**src/rtl/if_stage_if.sv**
```systemverilog
// Instruction-memory port: one outstanding request, completed by a single ack cycle.
interface if_stage_if;
  logic        imem_req_o;
  logic [31:0] imem_addr_o;
  logic        imem_ack_i;
  logic [31:0] imem_rdata_i;

  modport master (output imem_req_o, output imem_addr_o,
                  input  imem_ack_i, input  imem_rdata_i);
  modport slave  (input  imem_req_o, input  imem_addr_o,
                  output imem_ack_i, output imem_rdata_i);
endinterface

```
**src/rtl/if_stage.sv**
```systemverilog
// Instruction fetch: PC generation, single-outstanding imem port, {pc,inst} FIFO and
// the IF/ID output register feeding decode.
module if_stage #(
  parameter logic [31:0] RESET_PC   = 32'h0000_0000,
  parameter int          FIFO_DEPTH = 2,
  parameter logic [31:0] NOP_INST   = 32'h0000_0013
) (
  input  logic        clk,
  input  logic        rst,
  input  logic        stall_i,
  input  logic        flush_i,
  input  logic [31:0] new_pc_i,
  if_stage_if.master  imem,
  output logic [31:0] pc_o,
  output logic [31:0] inst_o,
  output logic        valid_o
);
  localparam int PW = $clog2(FIFO_DEPTH);
  localparam int CW = PW + 1;
  localparam logic [CW-1:0] DEPTH_C = CW'(FIFO_DEPTH);

  typedef enum logic [1:0] {S_IDLE, S_FETCH, S_DROP} state_t;

  state_t        r_state;
  logic [31:0]   r_fetch_pc;
  logic          r_req;
  logic [31:0]   r_addr;
  logic [PW-1:0] r_wr_ptr;
  logic [PW-1:0] r_rd_ptr;
  logic [CW-1:0] r_count;
  logic [31:0]   r_mem_pc   [FIFO_DEPTH];
  logic [31:0]   r_mem_inst [FIFO_DEPTH];
  logic [31:0]   r_pc;
  logic [31:0]   r_inst;
  logic          r_valid;

  logic [31:0]   w_new_pc;
  logic [31:0]   w_target;
  logic [31:0]   w_pc_inc;
  logic          w_ack;
  logic          w_push;
  logic          w_pop;
  logic [CW-1:0] w_count_next;
  logic          w_room;
  logic          w_unused_low_bits;

  assign w_new_pc          = {new_pc_i[31:2], 2'b00};
  assign w_unused_low_bits = ^new_pc_i[1:0];
  assign w_target          = flush_i ? w_new_pc : r_fetch_pc;
  assign w_pc_inc          = r_fetch_pc + 32'd4;
  assign w_ack             = r_req & imem.imem_ack_i;
  // Words returning in DROP belong to a fetch that was redirected away.
  assign w_push            = w_ack & (r_state == S_FETCH) & ~flush_i;
  assign w_pop             = ~flush_i & ~stall_i & (r_count != '0);
  assign w_count_next      = flush_i ? '0 : (r_count + CW'(w_push) - CW'(w_pop));
  assign w_room            = (w_count_next < DEPTH_C);

  always_ff @(posedge clk) begin
    if (rst) begin
      r_state    <= S_IDLE;
      r_fetch_pc <= RESET_PC;
      r_req      <= 1'b0;
      r_addr     <= 32'd0;
    end else begin
      case (r_state)
        S_IDLE: begin
          if (flush_i || (r_count < DEPTH_C)) begin
            r_fetch_pc <= w_target;
            r_addr     <= w_target;
            r_req      <= 1'b1;
            r_state    <= S_FETCH;
          end
        end
        S_FETCH: begin
          if (w_ack) begin
            if (flush_i) begin
              r_fetch_pc <= w_new_pc;
              r_addr     <= w_new_pc;
            end else begin
              r_fetch_pc <= w_pc_inc;
              if (w_room) begin
                r_addr <= w_pc_inc;
              end else begin
                r_req   <= 1'b0;
                r_state <= S_IDLE;
              end
            end
          end else if (flush_i) begin
            // Request must stay stable until its ack, so wait it out in DROP.
            r_fetch_pc <= w_new_pc;
            r_state    <= S_DROP;
          end
        end
        S_DROP: begin
          if (w_ack) begin
            r_fetch_pc <= w_target;
            if (w_room) begin
              r_addr  <= w_target;
              r_state <= S_FETCH;
            end else begin
              r_req   <= 1'b0;
              r_state <= S_IDLE;
            end
          end else if (flush_i) begin
            r_fetch_pc <= w_new_pc;
          end
        end
        default: begin
          r_req   <= 1'b0;
          r_state <= S_IDLE;
        end
      endcase
    end
  end

  always_ff @(posedge clk) begin
    if (w_push) begin
      r_mem_pc[r_wr_ptr]   <= r_addr;
      r_mem_inst[r_wr_ptr] <= imem.imem_rdata_i;
    end
  end

  always_ff @(posedge clk) begin
    if (rst || flush_i) begin
      r_wr_ptr <= '0;
      r_rd_ptr <= '0;
      r_count  <= '0;
    end else begin
      if (w_push) r_wr_ptr <= r_wr_ptr + PW'(1);
      if (w_pop)  r_rd_ptr <= r_rd_ptr + PW'(1);
      r_count <= w_count_next;
    end
  end

  always_ff @(posedge clk) begin
    if (rst || flush_i) begin
      r_pc    <= 32'd0;
      r_inst  <= NOP_INST;
      r_valid <= 1'b0;
    end else if (!stall_i) begin
      if (r_count != '0) begin
        r_pc    <= r_mem_pc[r_rd_ptr];
        r_inst  <= r_mem_inst[r_rd_ptr];
        r_valid <= 1'b1;
      end else begin
        r_inst  <= NOP_INST;
        r_valid <= 1'b0;
      end
    end
  end

  assign imem.imem_req_o  = r_req;
  assign imem.imem_addr_o = r_addr;
  assign pc_o             = r_pc;
  assign inst_o           = r_inst;
  assign valid_o          = r_valid;
endmodule

```
**src/flat_wrapper.sv**
```systemverilog
// flat-port wrapper written by rule: the top's interface ports become plain ports
module if_stage_flat 
#(
  parameter logic [31:0] RESET_PC   = 32'h0000_0000,
  parameter int          FIFO_DEPTH = 2,
  parameter logic [31:0] NOP_INST   = 32'h0000_0013
)
  (clk, rst, stall_i, flush_i, new_pc_i, pc_o, inst_o, valid_o, imem_imem_req_o, imem_imem_addr_o, imem_imem_ack_i, imem_imem_rdata_i);
  if_stage_if imem_i ();
  input  logic clk;
  input  logic rst;
  input  logic stall_i;
  input  logic flush_i;
  input  logic [31:0] new_pc_i;
  output logic [31:0] pc_o;
  output logic [31:0] inst_o;
  output logic valid_o;
  output wire logic [$bits(imem_i.imem_req_o)-1:0] imem_imem_req_o;
  output wire logic [$bits(imem_i.imem_addr_o)-1:0] imem_imem_addr_o;
  input wire logic [$bits(imem_i.imem_ack_i)-1:0] imem_imem_ack_i;
  input wire logic [$bits(imem_i.imem_rdata_i)-1:0] imem_imem_rdata_i;
  assign imem_imem_req_o = imem_i.imem_req_o;
  assign imem_imem_addr_o = imem_i.imem_addr_o;
  assign imem_i.imem_ack_i = imem_imem_ack_i;
  assign imem_i.imem_rdata_i = imem_imem_rdata_i;
  if_stage #(.RESET_PC(RESET_PC), .FIFO_DEPTH(FIFO_DEPTH), .NOP_INST(NOP_INST)) u_core (.clk(clk), .rst(rst), .stall_i(stall_i), .flush_i(flush_i), .new_pc_i(new_pc_i), .imem(imem_i), .pc_o(pc_o), .inst_o(inst_o), .valid_o(valid_o));
endmodule
```
**config.mk**
```make
export PLATFORM = sky130hd
export DESIGN_NAME = if_stage_flat
export DESIGN_NICKNAME = d
export VERILOG_FILES = /design/src/rtl/if_stage_if.sv /design/src/rtl/if_stage.sv /design/src/flat_wrapper.sv
export SDC_FILE = /design/constraint.sdc
export NUM_CORES = 1
export LEC_CHECK = 0
export CORE_UTILIZATION = 40
export CTS_CLUSTER_DIAMETER = 60
export DETAILED_ROUTE_END_ITERATION = 8
export GPL_ROUTABILITY_DRIVEN = 0
export HOLD_SLACK_MARGIN = 0.15
export MAX_ROUTING_LAYER = met4
export PLACE_DENSITY_LB_ADDON = 0.3
export RECOVER_POWER = 25
export SKIP_LAST_GASP = 1
export SLEW_MARGIN = 10
export SYNTH_ARGS = -nofsm -noshare
export SYNTH_HDL_FRONTEND = slang
export SYNTH_SLANG_ARGS = --single-unit
export TNS_END_PERCENT = 20
```
**constraint.sdc**
```tcl
create_clock -name clk -period 5.9 [get_ports clk]
set_input_delay 0.885 -clock clk [delete_from_list [all_inputs] [get_ports clk]]
set_output_delay 0.885 -clock clk [all_outputs]
set_load 0.03 [all_outputs]
```
== Word level (Yosys, flattened, before mapping) ==
Memories as Yosys holds them, arrays and structs flattened. A register that Yosys moved wholly into a read port is not among the register bits.
Index checks and enable logic that the tools add are counted.

* Shifts and indexed selects: 0
* Add/subtract/negate cells: 5
* Divide/modulo/power cells: 0
* Equality and inequality tests: 11
* Reduce and logical (&&, ||, !) cells: 10
* $lt $le $gt $ge: 2
* Bitwise operators: 7
* Muxes and demuxes: 32
* Multiply operators: 0

{| class="wikitable"
|+ Operators with widths
! kind !! count
|-
| 32-bit 2-to-1 mux || 10
|-
| 32-bit case mux with 3 select lines || 2
|-
| 32-bit by 3-bit adder with 32-bit output (second input constant) || 1
|-
| 2-bit 2-to-1 mux || 7
|-
| 1-bit 2-to-1 mux || 11
|-
| 2-bit by 1-bit inequality test with 1-bit output (second input constant) || 4
|-
| 3-bit by 2-bit inequality test with 1-bit output (second input constant) || 2
|-
| 3-bit inequality test (second input constant) || 2
|-
| 2-bit case mux with 3 select lines || 1
|-
| 6-bit AND reduction || 1
|-
| 1-bit AND || 5
|-
| 5-bit AND reduction || 1
|-
| 2-bit less-than comparator (second input constant) || 2
|-
| 2-bit AND reduction || 2
|-
| 4-bit AND reduction || 1
|-
| 1-bit case mux with 3 select lines || 1
|-
| 3-bit nonzero test || 1
|-
| 1-bit adder (second input constant) || 2
|-
| 2-bit by 1-bit adder with 2-bit output || 1
|-
| 2-bit by 1-bit == test with 1-bit output (second input constant) || 1
|-
| 2-bit == test (second input constant) || 1
|-
| 2-bit logical NOT || 1
|-
| 1-bit logical OR || 2
|-
| 2-bit inequality test (second input constant) || 1
|-
| other kinds (3) || 4
|}

* Bits in read-only memories: 0
* Memories kept: 2
* RAM bits: 128
* Input port bits: 69
* Latch bits: 0
* Output and inout bits: 98
* Word-level logic and storage cells: 78
* Register bits after elaboration: 104

{| class="wikitable"
|+ Memories
! name !! depth !! width !! read ports !! clocked after memory_dff !! write ports !! RTL line !! RTL
|-
| u_core.r_mem_inst || 2 || 32 || 1 || 1 || 1 || if_stage.sv:32 || <nowiki>logic [31:0] r_mem_inst [FIFO_DEPTH];</nowiki>
|-
| u_core.r_mem_pc || 2 || 32 || 1 || 1 || 1 || if_stage.sv:31 || <nowiki>logic [31:0] r_mem_pc [FIFO_DEPTH];</nowiki>
|}

== Longest topological paths before layout ==
Gate-level depths: netlist of run 1.

* Word-level depth: 11
* Mapped depth: 15
* Gate-level depth less buffers: 11

== Least setup slack after synthesis of run 1 ==
OpenSTA, ideal clock, no wires.

* Path type: input to register
* From: in flush_i
* To: mem u_core.r_mem_inst[0][0] (enable)
* Data required time: 5414 ps
* Setup time: 486 ps
* Buffers on the path: 2
* Stages on the path: 4
* Data arrival time: 4094 ps
* Path slack: 1319 ps
* Cell sequence: buf_2 > nand4b_1 > clkbuf_1 > nor2_1

* Word-level cells in the longest chain between the ends: 4

{| class="wikitable"
|+ RTL lines
! element !! RTL line !! RTL
|-
| start, declared || flat_wrapper.sv:13 || <nowiki>input logic flush_i;</nowiki>
|-
| 1-bit inverter || if_stage.sv:53 || <nowiki>assign w_push = w_ack & (r_state == S_FETCH) & ~flush_i;</nowiki>
|-
| 1-bit AND || if_stage.sv:53 ||
|-
| 1-bit 2-to-1 mux || if_stage.sv:117 || <nowiki>if (w_push) begin</nowiki>
|-
| 1-bit 2-to-1 mux (not written as such) || if_stage.sv:119 || <nowiki>r_mem_inst[r_wr_ptr] <= imem.imem_rdata_i;</nowiki>
|-
| end, declared || if_stage.sv:32 ||
|}

No other way between the ends.

== Final worst setup path of run 1 ==
* From: reg u_core.r_state[1]
* To: reg u_core.r_addr[18] (netlist: u_core.imem.imem_addr_o[18])

* Word-level cells in the longest chain between the ends: 9
* Elaborated cells on any way between the ends: 17
* Classes of those cells: 2 x add/sub; 1 x order compare; 7 x eq/ne; 2 x mux; 2 x bitwise; 3 x reduce/logical

{| class="wikitable"
|+ RTL lines
! element !! RTL line !! RTL
|-
| start, declared || if_stage.sv:24 || <nowiki>state_t r_state;</nowiki>
|-
| start signal, assigned || if_stage.sv:60 || <nowiki>r_state <= S_IDLE;</nowiki>
|-
| start signal, assigned || if_stage.sv:71 || <nowiki>r_state <= S_FETCH;</nowiki>
|-
| start signal, assigned || if_stage.sv:85 || <nowiki>r_state <= S_IDLE;</nowiki>
|-
| 2-bit by 1-bit == test with 1-bit output || if_stage.sv:53, if_stage.sv:65 ||
|-
| 1-bit AND (2 in a row) || if_stage.sv:53 ||
|-
| 2-bit by 1-bit adder with 2-bit output || if_stage.sv:55 || <nowiki>assign w_count_next = flush_i ? '0 : (r_count + CW'(w_push) - CW'(w_pop));</nowiki>
|-
| 2-bit by 1-bit subtractor with 2-bit output || if_stage.sv:55 ||
|-
| 2-bit 2-to-1 mux || if_stage.sv:55 ||
|-
| 2-bit less-than comparator || if_stage.sv:56 || <nowiki>assign w_room = (w_count_next < DEPTH_C);</nowiki>
|-
| 3-bit by 2-bit inequality test with 1-bit output (no source line) / 2-bit by 1-bit inequality test with 1-bit output (equally long branches) || n/a ||
|-
| 6-bit AND reduction (no source line) || n/a ||
|-
| end signal, assigned || if_stage.sv:69 || <nowiki>r_addr <= w_target;</nowiki>
|-
| end signal, assigned || if_stage.sv:78 || <nowiki>r_addr <= w_new_pc;</nowiki>
|-
| end signal, assigned || if_stage.sv:82 || <nowiki>r_addr <= w_pc_inc;</nowiki>
|-
| end, declared || if_stage.sv:27 || <nowiki>logic [31:0] r_addr;</nowiki>
|}

Parallel ways exist; a longest one is shown, timed or not.
A chain may end at the register's enable or synchronous reset.

==> reports/metrics.cfg, run 1 <==
[clocking]
clockBufferDepth=3
clkLatencyLatePin_ns=0.53
cts_made_buffers=29
cts.htree.levels=1
clock_tree.root_cell=clkbuf_16
post_cts_resized=0
cts_setup_buffers=0
cts_tree=built
clk_pin_slew_ns=0.06
cts.sinks=265
holdBufCountCts=0

[logic_synthesis]
synth_top_area_share_pct=34.7
avgSynthCellArea_um2=10.8
synth-main-ff-cell=dfxtp_1
yosys.area.top_type=edfxtp_1
synth-simple-area-share_pct=14.8
synthAdderAreaFrac_pct=0.790
yosysSeqAreaShare_pct=59.4
synth_cell_types=62
syn_nets=1103
synthesis.area_mm2=0.0111
synthMuxAreaShare_pct=6.48
synth_seq_cells=265
yosysWarningCount=0
syn-instance-count=1027
synth-compound-area-share_pct=13.5
ys_top_cells_by_count=dfxtp_1 (137), nor2_1 (132), edfxtp_1 (128), a21oi_1 (76), mux2i_1 (65)
synth_edf_count=128
synth_top_family_by_area=simple AND/OR/NAND/NOR gates
synth_xor_area_share_pct=1.63
async_flop_share_pct=0
yosysMostFrequentCell=dfxtp_1
yosys-top-cells-area=edfxtp_1 (35%), dfxtp_1 (25%), mux2i_1 (5.9%), nor2_1 (4.5%), a21oi_1 (3.4%)

[placement]
dp_cells=1502
dp_hpwl_mm=17.9
pre_cts_ws_ns=1.75
io_buffers=164

[global_route]
grt_overflow=0
grt_pass1_vias=7798
antenna_found_initial=1
grt_max_degree=72
grt_use_total_pct=19.6
grt_pass1_wl_mm=42.9

[route]
viasPerCell=5.37
drt_iter0_drc=731
dr_total_vias=8349
drt_wl_total_mm=27.4
drc=0
post_drt_wl_per_cell_um=17.6
antenna_left=0
dr.pass1.iters=5

[sta]
clock_skew_ns=0.00787
final_min_period_over_clock_period_pct=62.0
slew_headroom_pct=26.1
period_minus_slack_ns=3.66
finalHoldViolations=0
slew_violations=0
setup_violations=0
fmax_ghz=0.273
fin_tns_setup_ns=0
rsz0062_at_grt=false
worst_pin_slew_ns=1.11
layout_setup_ws_ns=2.24

[worst_hold_path]
min_from=u_core.valid_o
hold_depth=2
min_delay_worst_endpoint=u_core.valid_o
hp-class=reg2reg

[finish]
syn_to_final_growth_pct=25.5
nets=1237
drive_gt1_share_pct=6.85
fin_cells=1555
fin_util_pct=51.3

[run]
drv_cap=0

[pwr]
ir_drop_mv=0.234
p_leak_nw=4.43
powerDensity_mw_per_mm2=337
total_power_w=0.00468

[critical_path]
cp_max_fo=25
reg2reg_slack_ns=2.24
path_class=reg2reg
r2r_start=u_core.r_state[1]
arrival_ns=4.11
cp.required_ns=6.35
critPathLaunchType=flip-flop
crit_path_end_kind=flip-flop
r2r_end=u_core.imem.imem_addr_o[18]
reg2reg_depth=12

[floorplan]
pin_count=167
core-area_mm2=0.0271
initial_core_util_pct=40.9
die_y_um=168
dieArea_mm2=0.0284
die_x_um=168
rows=60

[outcome]
outcome=complete, no violations

-- report_power, final --
group	switching, W	internal, W
clock	0.000722	0.000937
combinational	0.000509	0.000319
sequential	0.000125	0.00207
total	0.00136	0.00333
-- critical path, cell delays in order (launching register included) --
cell and delay (ns):
dfxtp_1 0.37, inv_1 0.08, ha_1 0.18, buf_4 0.22, nand4b_1 0.12, buf_4 0.21
inv_1 0.27, ha_1 0.28, xnor3_1 0.45, o21ba_2 0.18, o21a_1 0.59, o311ai_0 0.39
a21oi_1 0.22
-- how the worst max path moves through the flow --
| stage | cells past startpoint | end | slack (ns) | startpoint |
|---|---|---|---|---|
| detailed placement | 11 | u_core.imem.imem_addr_o[9] | 1.75 | imem_imem_ack_i |
| global route | 13 | u_core.imem.imem_addr_o[12] | 2.01 | u_core.r_state[1] |
| global placement | 11 | u_core.imem.imem_addr_o[5] | 1.76 | imem_imem_ack_i |
| floorplan | 4 | u_core.r_mem_inst[0][0] | 1.32 | flush_i |
| finish | 12 | u_core.imem.imem_addr_o[18] | 2.24 | u_core.r_state[1] |
| CTS | 13 | u_core.imem.imem_addr_o[9] | 2.27 | u_core.r_state[1] |
-- cells in the final DEF, fill, tap and decap left out, types with 16 or more instances in the layout --
master	count
edfxtp_1	128
o21ai_0	21
dlygate4sd3_1	29
clkdlybuf4s50_1	133
a21oi_1	76
buf_4	17
nor4_1	16
inv_1	17
xnor2_1	17
clkbuf_16	29
nand4_1	24
a211oi_1	42
mux2i_1	65
nor3_1	23
nand3_1	29
dfxtp_1	135
nor2_1	130
nand2_1	57
-- flip-flops by register name (all words and copies together), names as in the netlist, named ones only --
| register | cells |
|---|---|
| u_core.r_wr_ptr | 1 |
| u_core.valid_o | 1 |
| u_core.r_state | 2 |
| u_core.r_mem_pc | 64 |
| u_core.pc_o | 32 |
| u_core.r_mem_inst | 64 |
| u_core.r_rd_ptr | 1 |
| u_core.imem.imem_req_o | 1 |
| u_core.r_fetch_pc | 32 |
| u_core.r_count | 2 |
| u_core.imem.imem_addr_o | 32 |
| u_core.inst_o | 32 |
-- metrics by stage --
stage	cell area (um^2)	hold slack, ns
6_report	13900	0.452
4_1_cts	13900	0.454
2_1_floorplan	11100	0.447
5_1_grt	13900	0.491
3_5_place_dp	13000	0.446
3_3_place_gp	13000	0.440
-- per-layer routing --
layer | track usage (%) | share of wire (%)
met4 | 4.31 | 1.1
met3 | 2.92 | 6.1
met1 | 26.4 | 45
met2 | 31.2 | 48
met5 | - | 0
-- layout make-up --
cell class / instances / area [um^2]
repair buffers: 181 / 1760
fillers: 2431 / 13200
inverters: 19 / 71.3
multi-input cells: 665 / 4150
clock inverters: 13 / 90.1
clock buffers: 39 / 783
flip-flops and latches: 265 / 6590
well taps: 372 / 465
diodes: 1 / 2.50
-- logic make-up after synthesis --
group	after synthesis
AO/OA/AOI/OAI	226
buffers and inverters	97
XOR/XNOR	19
multiplexers	71
flip-flops	265
adder cells (fa/ha/maj)	7
AND/OR/NAND/NOR	342
No activity file was read; power rests on OpenSTA's default activity.
==> inputs of run 2 (changes only) <==
==> constraint.sdc (replaced) <==
create_clock -name clk -period 3.4 [get_ports clk]
set_input_delay 0.51 -clock clk [delete_from_list [all_inputs] [get_ports clk]]
set_output_delay 0.51 -clock clk [all_outputs]
set_load 0.03 [all_outputs]
==> reports/metrics.cfg, run 2 (synthesized netlist as in run 1, its figures left out) <==
[route]
viasPerCell=5.39  ; +0.30%
drc=0  ; unchanged
dr_total_vias=8471  ; +1.5%
antenna_left=0  ; unchanged
drt_iter0_drc=708  ; -3.1%
drt_wl_total_mm=28.1  ; +2.6%
dr.pass1.iters=5  ; unchanged
post_drt_wl_per_cell_um=17.9  ; +1.4%

[clocking]
cts_made_buffers=29  ; unchanged
post_cts_resized=0  ; unchanged
cts_tree=built
holdBufCountCts=0  ; unchanged
cts_setup_buffers=0  ; unchanged
clock_tree.root_cell=clkbuf_16
cts.sinks=265  ; unchanged
clockBufferDepth=3  ; unchanged
clk_pin_slew_ns=0.06  ; about the same
cts.htree.levels=1  ; unchanged
clkLatencyLatePin_ns=0.54  ; about the same

[pwr]
total_power_w=0.00882  ; +88%
ir_drop_mv=0.383  ; +63%
powerDensity_mw_per_mm2=617  ; +83%
p_leak_nw=4.62  ; +4.3%

[sta]
finalHoldViolations=0  ; unchanged
fmax_ghz=0.352
worst_pin_slew_ns=1.13  ; +0.0221 ns
slew_violations=0  ; unchanged
clock_skew_ns=0.0161  ; +0.00820 ns
setup_violations=0  ; unchanged
timing.hold.ws_ns=0.358  ; -0.0938 ns
period_minus_slack_ns=2.84
final_min_period_over_clock_period_pct=83.5
rsz0062_at_grt=false
slew_headroom_pct=24.6  ; -1.5 points

[finish]
multi_input_area_mm2=0.00415  ; unchanged
fill_cells=2317  ; -4.7%
nets=1251  ; +1.1%
syn_to_final_growth_pct=29.0
seqCellArea_mm2=0.00659  ; unchanged
drive_gt1_share_pct=8.68  ; +1.8 points
largestRegisters=u_core.r_mem_inst: 64 flops, u_core.r_mem_pc: 64 flops
fin_util_pct=52.8  ; +1.4 points
final_cell_mix=dfxtp_1 (135), clkdlybuf4s50_1 (133), nor2_1 (130)
mostFrequentLayoutCell=dfxtp_1

[floorplan]
die_y_um=168  ; unchanged
dieArea_mm2=0.0284  ; unchanged
rows=60  ; unchanged
die_x_um=168  ; unchanged
core-area_mm2=0.0271  ; unchanged
initial_core_util_pct=40.9  ; unchanged
pin_count=167  ; unchanged

[critical_path]
cp.required_ns=3.83  ; -2.52 ns
critPathLaunch=stall_i
cp_max_fo=6  ; -76%
r2r_start=u_core.r_count[1]
path_class=in2reg
reg2reg_slack_ns=0.70  ; -1.54 ns
crit_path_end_kind=flip-flop
critPathLaunchType=input port
arrival_ns=3.27  ; -0.84 ns
reg2reg_depth=11  ; -1

[global_route]
grt_overflow=0  ; unchanged
grt_max_degree=65  ; -9.7%
grt_pass1_wl_mm=44.5  ; +3.6%
grt_use_total_pct=20.2  ; +0.61 points
antenna_found_initial=2  ; +1
grt_pass1_vias=8108  ; +4.0%

[worst_hold_path]
hold_depth=3  ; +1
min_from=rst
hp-class=in2reg

[placement]
io_buffers=164  ; unchanged
dp_hpwl_mm=18.4  ; +2.7%

[run]
drv_cap=0  ; unchanged

[outcome]
outcome=complete, no violations

run 2: cell count changes in the layout (fill, tap and decap cells not counted), sizes merged:
cell / previous run / this run
buf: 19 / 33
bufinv: 0 / 7
clkbuf: 39 / 34
diode: 1 / 3
run 2: cell type report:
type / count / area share [%]
diodes: 3 / 0.0525
clock buffers: 34 / 5.49
clock inverters: 20 / 2.16
inverters: 19 / 0.499
multi-input cells: 665 / 29.0
flip-flops and latches: 265 / 46.1
well taps: 372 / 3.26
repair buffers: 195 / 13.5
run 2: final timing paths:
check | endpoint
setup / recovery | u_core.imem.imem_addr_o[29]
setup reg to reg | u_core.imem.imem_addr_o[29]
hold reg to reg | u_core.valid_o
hold / removal | u_core.inst_o[0]
run 2: power breakdown:
part,switching (W),internal (W)
clock,0.00129,0.00219
sequential,0.000219,0.00359
combinational,0.000894,0.000624
total,0.00241,0.00641
run 2: worst max-delay path, stage by stage:
cell and delay [ns]:
clkdlybuf4s50_1 0.52, inv_1 0.09, o21ai_2 0.07, nor2_1 0.06, ha_1 0.29, inv_1 0.06
ha_1 0.14, xnor3_1 0.41, o21ba_2 0.23, o21a_1 0.26, buf_4 0.20, buf_4 0.14
a311o_1 0.29
run 2: stage by stage:
stage / setup TNS [ns] / setup slack [ns] / area [um^2] / std cells
after floorplan: -7.03 / -0.261 / 11100 / 1027
final: 0 / 0.560 / 14300 / 1573
after global routing: 0 / 0.449 / 14300 / 1572
after CTS: 0 / 0.574 / 14300 / 1570
after global placement: 0 / 0.0612 / 13200 / 1516
after detailed placement: 0 / 0.0267 / 13200 / 1516
run 2: routing by layer:
metal / share of wire [%] / wire length (um) / global-route usage (%)
met5: 0 / 0 / -
met4: 1.2 / 348 / 4.55
met3: 6.6 / 1840 / 3.25
met2: 48 / 13400 / 33.1
met1: 45 / 12600 / 26.3
==> inputs of run 3 (changes only) <==
==> constraint.sdc (replaced) <==
create_clock -name clk -period 2.6 [get_ports clk]
set_input_delay 0.39 -clock clk [delete_from_list [all_inputs] [get_ports clk]]
set_output_delay 0.39 -clock clk [all_outputs]
set_load 0.03 [all_outputs]
==> reports/metrics.cfg, run 3 (synthesized netlist as in run 1, its figures left out) <==
[critical_path]
crit_slowest_cell=o41ai_1
crit_chain=inv_1 > ha_1 > buf_4 > and3_1 > buf_4 > nand2_1 > o41ai_1 > a21oi_1 > a211oi_1
crit_path_end_kind=flip-flop
arrival_ns=2.90  ; -0.37 ns
path_buf_inv=3  ; -2
cp_max_fo=24  ; +18
cp.required_ns=3.04  ; -0.79 ns
path_class=reg2reg
path_delay_family=compound AO/OA/AOI/OAI gates
critPathLaunchType=flip-flop
cp_common_cell=buf_4
critPathMaxStageDelay_ns=0.46  ; -0.06 ns

[sta]
timing.hold.ws_ns=0.216  ; -0.142 ns
slew_headroom_pct=51.3  ; +27 points
slew_violations=0  ; unchanged
clock_skew_ns=0.0166  ; +0.000578 ns
final_min_period_over_clock_period_pct=94.8
period_minus_slack_ns=2.47
finalHoldViolations=0  ; unchanged
rsz0062_at_grt=false
worst_pin_slew_ns=0.731  ; -0.400 ns
fmax_ghz=0.406
setup_violations=0  ; unchanged
fin_tns_setup_ns=0  ; unchanged

[clocking]
clk_pin_slew_ns=0.06  ; about the same
cts_made_buffers=29  ; unchanged
cts.htree.levels=1  ; unchanged
cts.sinks=265  ; unchanged
clock_tree.root_cell=clkbuf_16
clkLatencyLatePin_ns=0.54  ; about the same
clockBufferDepth=3  ; unchanged
cts_tree=built
holdBufCountCts=0  ; unchanged

[floorplan]
initial_core_util_pct=40.9  ; unchanged
pin_count=167  ; unchanged
die_x_um=168  ; unchanged
dieArea_mm2=0.0284  ; unchanged
core-area_mm2=0.0271  ; unchanged
die_y_um=168  ; unchanged
rows=60  ; unchanged

[pwr]
ir_drop_mv=0.532  ; +39%
powerDensity_mw_per_mm2=774  ; +26%
p_leak_nw=4.77  ; +3.2%

[finish]
drive_gt1_share_pct=11.4  ; +2.7 points
syn_to_final_growth_pct=30.8
nets=1287  ; +2.9%
largestRegisters=u_core.r_mem_inst: 64 flops, u_core.r_mem_pc: 64 flops
fin_cells=1606  ; +2.1%
mostFrequentLayoutCell=dfxtp_1
final_area_mm2=0.0145  ; +1.4%
fin_util_pct=53.5  ; +0.74 points
final_cell_mix=dfxtp_1 (134), nor2_1 (130), clkdlybuf4s50_1 (129)

[placement]
dp_hpwl_mm=19.7  ; +7.1%
io_buffers=164  ; unchanged
place_area_mm2=0.0135  ; +2.2%
dp_cells=1552  ; +2.4%

[global_route]
grt_overflow=0  ; unchanged
antenna_found_initial=1  ; -1
grt_pass1_wl_mm=45.6  ; +2.5%
grt_use_total_pct=20.9  ; +0.70 points
grt_pass1_vias=8139  ; +0.38%
grt_max_degree=65  ; unchanged

[route]
viasPerCell=5.38  ; about the same
drt_iter0_drc=851  ; +20%
post_drt_wl_per_cell_um=18.1  ; +1.0%
drt_wl_total_mm=29.0  ; +3.1%
dr.pass1.iters=5  ; unchanged
antenna_left=0  ; unchanged
drc=0  ; unchanged
dr_total_vias=8646  ; +2.1%

[worst_hold_path]
hp-class=in2reg

[outcome]
outcome=complete, no violations

[run]
drv_cap=0  ; unchanged

[run 3: cell count changes in the layout (fill, tap and decap cells not counted), moves of 2 or more]
cell / change
buf_4: +31
bufinv_16: -4
clkdlybuf4s50_1: -4
buf_6: +3
clkinv_1: +3
dlygate4sd3_1: +3
buf_12: +2
clkinv_4: -2
diode_2: -2
[run 3: path summary, 6_finish.rpt]
kind                           endpoint               from  slack (ns)  depth (start not counted)
setup / recovery  u_core.r_fetch_pc[22]  u_core.r_state[1]        0.13                          9
hold / removal         u_core.inst_o[1]                rst        0.22                          3
setup reg to reg  u_core.r_fetch_pc[22]  u_core.r_state[1]        0.13                          9
hold reg to reg          u_core.valid_o     u_core.valid_o        0.45                          2
[run 3: cell type report]
class	count	area, um^2
multi-input combinational	665	4160
timing repair buffer	231	2240
clock buffer	35	788
fill	2360	12600
sequential	265	6590
tap	372	465
clock inverter	18	184
inverter	19	71.3
antenna	1	2.50
[run 3: per-stage QoR]
stage	power [W]	setup WS [ns]
4_1_cts	0.0113	0.00165
3_5_place_dp	0.00713	-0.630
2_1_floorplan	0.00615	-0.659
6_report	0.0112	0.135
3_3_place_gp	0.00710	-0.616
5_1_grt	0.0117	0.0335
[run 3: per-layer routing]
| layer | global-route usage (%) | wire (um) | vias up | part of all wire [%] |
|---|---|---|---|---|
| li1 | - | - | 4188 | - |
| met1 | 27.4 | 12900 | 4088 | 45 |
| met2 | 32.9 | 13600 | 310 | 47 |
| met3 | 3.39 | 1780 | 60 | 6.1 |
| met4 | 7.23 | 745 | 0 | 2.6 |
| met5 | - | 0 | - | 0 |
[run 3: worst min-delay path, cell delays in order]
cell and delay, ns:
buf_2 0.10, nor2_1 0.14, nand2_1 0.09
[run 3: what timing repair did]
item,in CTS,in global routing
pin swaps,0,2
endpoints found under the setup margin,20,31
setup buffers,0,0
gates resized for setup,2,8
[run 3: power breakdown]
group / internal, W / total, W / leakage, nW / switching (W)
registers: 0.00470 / 0.00497 / 2.28 / 0.000274
logic: 0.000888 / 0.00211 / 2.01 / 0.00122
clock network: 0.00247 / 0.00415 / 0.481 / 0.00168
total: 0.00805 / 0.0112 / 4.77 / 0.00317
